<file path="src/rtl/alu_issue.sv">
// alu_issue: operand-issue stage ahead of the ALU (8x16 register file, flags, EX latch).
// Build option: define ALU_ISSUE_BYPASS_EN to forward in-flight results instead of taking one bubble.
package opcodes;
  typedef enum logic [3:0] {
    FnNOP = 4'd0,
    FnADD = 4'd1,
    FnADC = 4'd2,
    FnSUB = 4'd3,
    FnSUC = 4'd4,
    FnAND = 4'd5,
    FnOR  = 4'd6,
    FnXOR = 4'd7,
    FnMOV = 4'd8
  } alu_functions_t;

  localparam int FLAGS_Z = 0;
  localparam int FLAGS_N = 1;
  localparam int FLAGS_C = 2;
  localparam int FLAGS_V = 3;
endpackage

module alu_issue
  import opcodes::*;
#(
  parameter int NREGS = 8
) (
  input  logic           Clock,
  input  logic           Reset,
  input  logic           InValid,
  output logic           InReady,
  input  logic [2:0]     RaSel,
  input  logic [2:0]     RbSel,
  input  logic [2:0]     RdSel,
  input  logic           ImmSel,
  input  logic [15:0]    Imm,
  input  alu_functions_t AluOpIn,
  input  logic           RegWe,
  input  logic           FlagsWe,
  input  logic           Stall,
  input  logic           ExtWe,
  input  logic [2:0]     ExtAddr,
  input  logic [15:0]    ExtData,
  output logic [15:0]    Op1,
  output logic [15:0]    Op2,
  output alu_functions_t AluOp,
  output logic           CarryIn,
  output logic           ExValid,
  input  logic [15:0]    AluResult,
  input  logic [3:0]     AluFlags,
  output logic [3:0]     Flags
);

  logic [15:0]    rf_q [NREGS];
  logic [15:0]    rf_d [NREGS];
  logic [3:0]     flags_q, flags_d;

  // EX latch; pipeline state EMPTY: !exvalid_q | BUSY: exvalid_q | HELD: exvalid_q & Stall
  logic [15:0]    op1_q, op2_q;
  alu_functions_t aluop_q;
  logic           carry_q;
  logic           exvalid_q;
  logic [2:0]     rd_q;
  logic           regwe_q;
  logic           flagswe_q;

  logic [15:0]    rd_a, rd_b;
  logic           cur_c;
  logic           hazard;
  logic           issue;
  logic           wb;

`ifdef ALU_ISSUE_BYPASS_EN
  assign rd_a   = (exvalid_q && regwe_q && rd_q == RaSel) ? AluResult : rf_q[RaSel];
  assign rd_b   = (exvalid_q && regwe_q && rd_q == RbSel) ? AluResult : rf_q[RbSel];
  assign cur_c  = (exvalid_q && flagswe_q) ? AluFlags[FLAGS_C] : flags_q[FLAGS_C];
  assign hazard = 1'b0;
`else
  assign rd_a   = rf_q[RaSel];
  assign rd_b   = rf_q[RbSel];
  assign cur_c  = flags_q[FLAGS_C];
  assign hazard = exvalid_q &&
                  ((regwe_q && (rd_q == RaSel || (!ImmSel && rd_q == RbSel))) ||
                   (flagswe_q && (AluOpIn == FnADC || AluOpIn == FnSUC)));
`endif

  assign InReady = !Reset && !Stall && !ExtWe && !hazard;
  assign issue   = InValid && InReady;
  assign wb      = exvalid_q && !Stall;

  // ALU writeback is applied after ExtWe so it wins a same-register collision.
  always_comb begin
    for (int i = 0; i < NREGS; i++) begin
      rf_d[i] = rf_q[i];
      if (ExtWe && ExtAddr == 3'(i)) rf_d[i] = ExtData;
      if (wb && regwe_q && rd_q == 3'(i)) rf_d[i] = AluResult;
    end
  end

  assign flags_d = (wb && flagswe_q) ? AluFlags : flags_q;

  always_ff @(posedge Clock or posedge Reset) begin
    if (Reset) begin
      for (int i = 0; i < NREGS; i++) rf_q[i] <= '0;
      flags_q <= '0;
    end else begin
      for (int i = 0; i < NREGS; i++) rf_q[i] <= rf_d[i];
      flags_q <= flags_d;
    end
  end

  always_ff @(posedge Clock or posedge Reset) begin
    if (Reset) begin
      op1_q     <= '0;
      op2_q     <= '0;
      aluop_q   <= FnNOP;
      carry_q   <= 1'b0;
      exvalid_q <= 1'b0;
      rd_q      <= '0;
      regwe_q   <= 1'b0;
      flagswe_q <= 1'b0;
    end else if (!Stall) begin
      if (issue) begin
        op1_q     <= rd_a;
        op2_q     <= ImmSel ? Imm : rd_b;
        aluop_q   <= AluOpIn;
        carry_q   <= cur_c;
        exvalid_q <= 1'b1;
        rd_q      <= RdSel;
        regwe_q   <= RegWe;
        flagswe_q <= FlagsWe;
      end else begin
        exvalid_q <= 1'b0;
        aluop_q   <= FnNOP;
      end
    end
  end

  assign Op1     = op1_q;
  assign Op2     = op2_q;
  assign AluOp   = aluop_q;
  assign CarryIn = carry_q;
  assign ExValid = exvalid_q;
  assign Flags   = flags_q;

endmodule

</file>
<file path="config.mk">
export PLATFORM = sky130hd
export DESIGN_NAME = alu_issue
export DESIGN_NICKNAME = d
export VERILOG_FILES = /design/src/rtl/alu_issue.sv
export SDC_FILE = /design/constraint.sdc
export NUM_CORES = 1
export LEC_CHECK = 0
export ABC_CLOCK_PERIOD_IN_PS = 7900
export CORE_MARGIN = 2
export CORE_UTILIZATION = 45
export CTS_BUF_LIST = sky130_fd_sc_hd__clkbuf_8
export DETAILED_ROUTE_END_ITERATION = 6
export PLACE_DENSITY = 0.72
export SYNTH_ARGS = -nofsm -noshare
export SYNTH_HDL_FRONTEND = slang
export SYNTH_SLANG_ARGS = --single-unit
export TNS_END_PERCENT = 10
</file>
<file path="constraint.sdc">
create_clock -name Clock -period 7.9 [get_ports Clock]
set_input_delay 1.185 -clock Clock [delete_from_list [all_inputs] [get_ports Clock]]
set_output_delay 1.185 -clock Clock [all_outputs]
set_load 0.02 [all_outputs]
</file>
Word-level counts from Yosys, hierarchy flattened
Index checks and enable logic that the tools add are counted.

word-level totals
  register bits after elaboration = 175
  input port bits = 76
  output and inout bits = 43
  logic and storage cells = 111

operators by class
  magnitude comparators = 2
  equal/unequal tests = 18
  muxes and demuxes = 25
  bitwise operators = 3
  reductions and logical operators = 46

operators with widths
  operator                                             number
  2-to-1 mux 16 bit                                    21
  binary-select mux 16 bit (select 3 bit)              2
  logical AND 1 bit                                    27
  equality test 3 bit, second input constant           8
  nonzero test 2 bit                                   8
  equality test 3 x 2 -> 1 bit, second input constant  4
  >= comparator 4 bit, second input constant           2
  NOT 3 -> 4 bit                                       2
  equality test 3 x 1 -> 1 bit, second input constant  2
  equality test 3 bit                                  2
  logical NOT 3 bit                                    2
  logical NOT 1 bit                                    5
  equality test 4 x 2 -> 1 bit, second input constant  1
  equality test 4 x 3 -> 1 bit, second input constant  1
  2-to-1 mux 4 bit                                     1
  logical OR 1 bit                                     3
  AND reduction 2 bit                                  1
  2-to-1 mux 1 bit                                     1
  NOT 1 bit                                            1

Logic depth before layout (Yosys ltp)
  depth after elaboration = 10
  gate-level depth with buffers = 7
  depth with buffers taken out = 4

Least setup slack after synthesis
OpenSTA, ideal clock, no wires.

  path type = input to output
  start = input port Stall
  end = output port InReady
  arrival = 2.104 ns
  required time = 6.715 ns
  path slack = 4.611 ns
  stages on the path = 4
  buffers on the path = 1
  path through = buf_6 > nor3_4 > o41ai_2 > nor3_1

on the way
  longest elaborated chain between the ends = 4

ends and longest elaborated chain
  item                            RTL line  RTL
  from (decl)                     39        input logic Stall,
  logical NOT 1 bit               n/a
  logical AND 1 bit (3 in a row)  86        assign InReady = !Reset && !Stall && !ExtWe && !hazard;
  to (decl)                       30        output logic InReady,

Every way passes these cells.

Worst setup path in the final report
  start = input port RaSel[2]
  end = output port InReady

on the way
  longest elaborated chain between the ends = 7

ends and longest elaborated chain
  item                 RTL line  RTL
  from (decl)          31        input logic [2:0] RaSel,
  equality test 3 bit  82        ((regwe_q && (rd_q == RaSel || (!ImmSel && rd_q == RbSel))) ||
  logical OR 1 bit     82
  logical AND 1 bit    82
  logical OR 1 bit     82
  logical AND 1 bit    81        assign hazard = exvalid_q &&
  logical NOT 1 bit    86
  logical AND 1 bit    86

Every way passes these cells.

==> metrics <==
syn nets=960; vias in the first global route=around 7300; commonest non-fill, non-tap cell in the layout=dfrtp_1; period utilisation layout=between 60% and 70%; cell leakage power=between 5 and 6 nW; HPWL after detailed placement=about 16000 µm; most frequent cells in the layout=175 x dfrtp_1, 128 x mux2i_1, 116 x clkdlybuf4s50_1; yosys warns=0; Reg clk slew, reported paths=0.09 ns; prevailing post-synth register cell=dfrtp_1; Ports=~120; # resized after CTS=0; Seq/Total Area, Yosys=43.2%; H-tree depth=4; PwrDens=257 nW/µm²; pre-CTS WS=2.98 ns; initial antenna violation count=0; IO buf count=118; Final nets=between 1000 and 1500; Yosys top cell by area=dfrtp_1; Clock Latency Late Sink=around 0.46 ns; area of the mapped netlist=just over 10000 µm²; worst reg2reg startpoint=rd_q[1]; final slew viol count=0; DRC errors left=0; Die H=154 µm; Hold Crit Class=reg2reg; critical path class=in2out; outcome=completed; final hold violations=0; first-pass GRT wire length=roughly 43000 µm; Required @ worst endpoint=6.71 ns; synthesis-to-layout area growth=16.6%; effective utilization at floorplan=46.2%; CTS sink count=~180; number of synthesized flops with an enable pin=0; Worst EP arrival=between 3 and 4 ns; share of cells above drive strength 1=20.5%; Tmin final=roughly 4.9 ns; Worst setup SP type=input port; Hold Path End=Op2[1]; CTS Buf Count=17; vias per inst=5.84; VDD IR max=roughly 0.11 mV; r2r endpoint=CarryIn; Fmax achieved=a little over 200 MHz; DRT Wirelength=around 27000 µm; hold_sp=Op2[1]; RSZ-0062 raised after global routing=no; Worst Setup SP=RaSel[2]; crit end category=output port; Async SR Flop Fraction=100%; worst hold stages=1; share of the synthesized area in the top cell type=a little over two fifths; total negative setup slack=0 ns; Initial DRT Pass Iterations=5; cts hold-fix bufs=0; largest net degree at the start of global routing=76; met2 global-route usage=between 30% and 40%; Avg Inst Size Synth=around 11 µm²; Final GP Congestion=slightly below 0.8; worst setup margin=around 3.0 ns; count of final setup violators=0; core footprint=roughly 22000 µm²; Via Count=7179; ANT cells=0; post-DR wirelength/cell=approximately 22 µm; post-route design area=11800 µm²; GR Util All Layers=a little under a quarter; TritonCTS clock tree=built; clock skew=0.0144 ns; First DRT Iteration DRCs=702; Synth Instances=around 880; Area contributors post-synth=dfrtp_1 43%, mux4_2 14%, mux2i_1 13%; Area after DPL=around 11000 µm²; post-route ant nets=0; FP Rows=between 50 and 60; met3 Usage GRT=roughly 5.3%; CP Max Fanout=17; max_cap viols=0; Netlist cell types=39; total power=just over 3 mW; Max Root-Sink Buffers=2; Post-CTS Setup Bufs=0; relative slew slack=around 18%; DIE WIDTH=154 µm; Worst R2R Path Depth=5; reg-to-reg slack, setup=roughly 5.8 ns; worst slew pin tran=1.23 ns; busiest grt layer=met2; Yosys reg bits=~180; CTS root buffer=clkbuf_8; grt met1 use=32.4%; total grt overflow=0; total die area=between 20000 and 25000 µm²
[metal layers]
layer	wire length (µm)	up-vias
li1	-	3265
met2	12600	303
met3	1930	26
met4	356	0
met5	0	-
met1	11600	3585
[metrics by stage]
stage	hold WS, ns	utilization (%)	cells
after floorplan	0.482	-	884
after global placement	0.467	51.8	1198
after detailed placement	0.478	51.8	1198
after CTS	0.498	53.9	1230
after global routing	0.520	53.9	1230
final	0.493	53.9	1230
[cell usage after synthesis, types with 2 or more instances]
library cell	n
dfrtp_1	175
mux2i_1	128
a21oi_1	80
nand2_1	69
nor2_1	66
mux4_2	64
o21ai_0	64
clkbuf_1	49
mux2_4	30
mux2_2	23
buf_2	19
clkbuf_2	19
inv_1	18
o22ai_1	16
buf_4	10
buf_1	6
xor2_1	6
buf_6	5
mux2_1	5
a22o_2	4
nand4b_1	4
nand3b_1	3
nor3b_1	2
nor4_2	2
nor4bb_1	2
or2_2	2
[state kept, by name, indices dropped and copies added (netlist names)]
| signal | flops |
|---|---|
| regwe_q | 1 |
| CarryIn | 1 |
| rd_q | 3 |
| Op1 | 16 |
| AluOp | 4 |
| Op2 | 16 |
| flagswe_q | 1 |
| Flags | 4 |
| ExValid | 1 |
| rf_q | 128 |
[how the worst max path moves through the flow]
stage                    end
finish               InReady
global route         InReady
CTS                  InReady
detailed placement   InReady
global placement     InReady
floorplan           AluOp[0]
[power by group]
group          switching [mW]  internal, mW
Clock                   0.324         0.376
Sequential              0.208          1.16
Combinational           0.394         0.573
[cells by family after synthesis]
group / synth area share (%)
xor+xnor: 0.604
simple gates: 7.25
compound gates: 8.73
mux: 34.4
flops: 43.2
buf+inv: 5.87
[critical path, cell delays in order]
cell and delay [ns]:
clkdlybuf4s50_1 1.06, xor2_1 0.41, nor4_2 0.44, nor3_1 0.09, clkdlybuf4s50_1 0.56
[cell type report]
cell class | instances | area (µm²)
inverters | 18 | 72.6
fillers | 1855 | 10100
repair buffers | 142 | 1350
clock inverters | 11 | 161
well taps | 280 | 350
clock buffers | 21 | 289
flip-flops and latches | 175 | 4380
multi-input cells | 583 | 5230
Note: power is estimated with default switching activity, not from simulation.
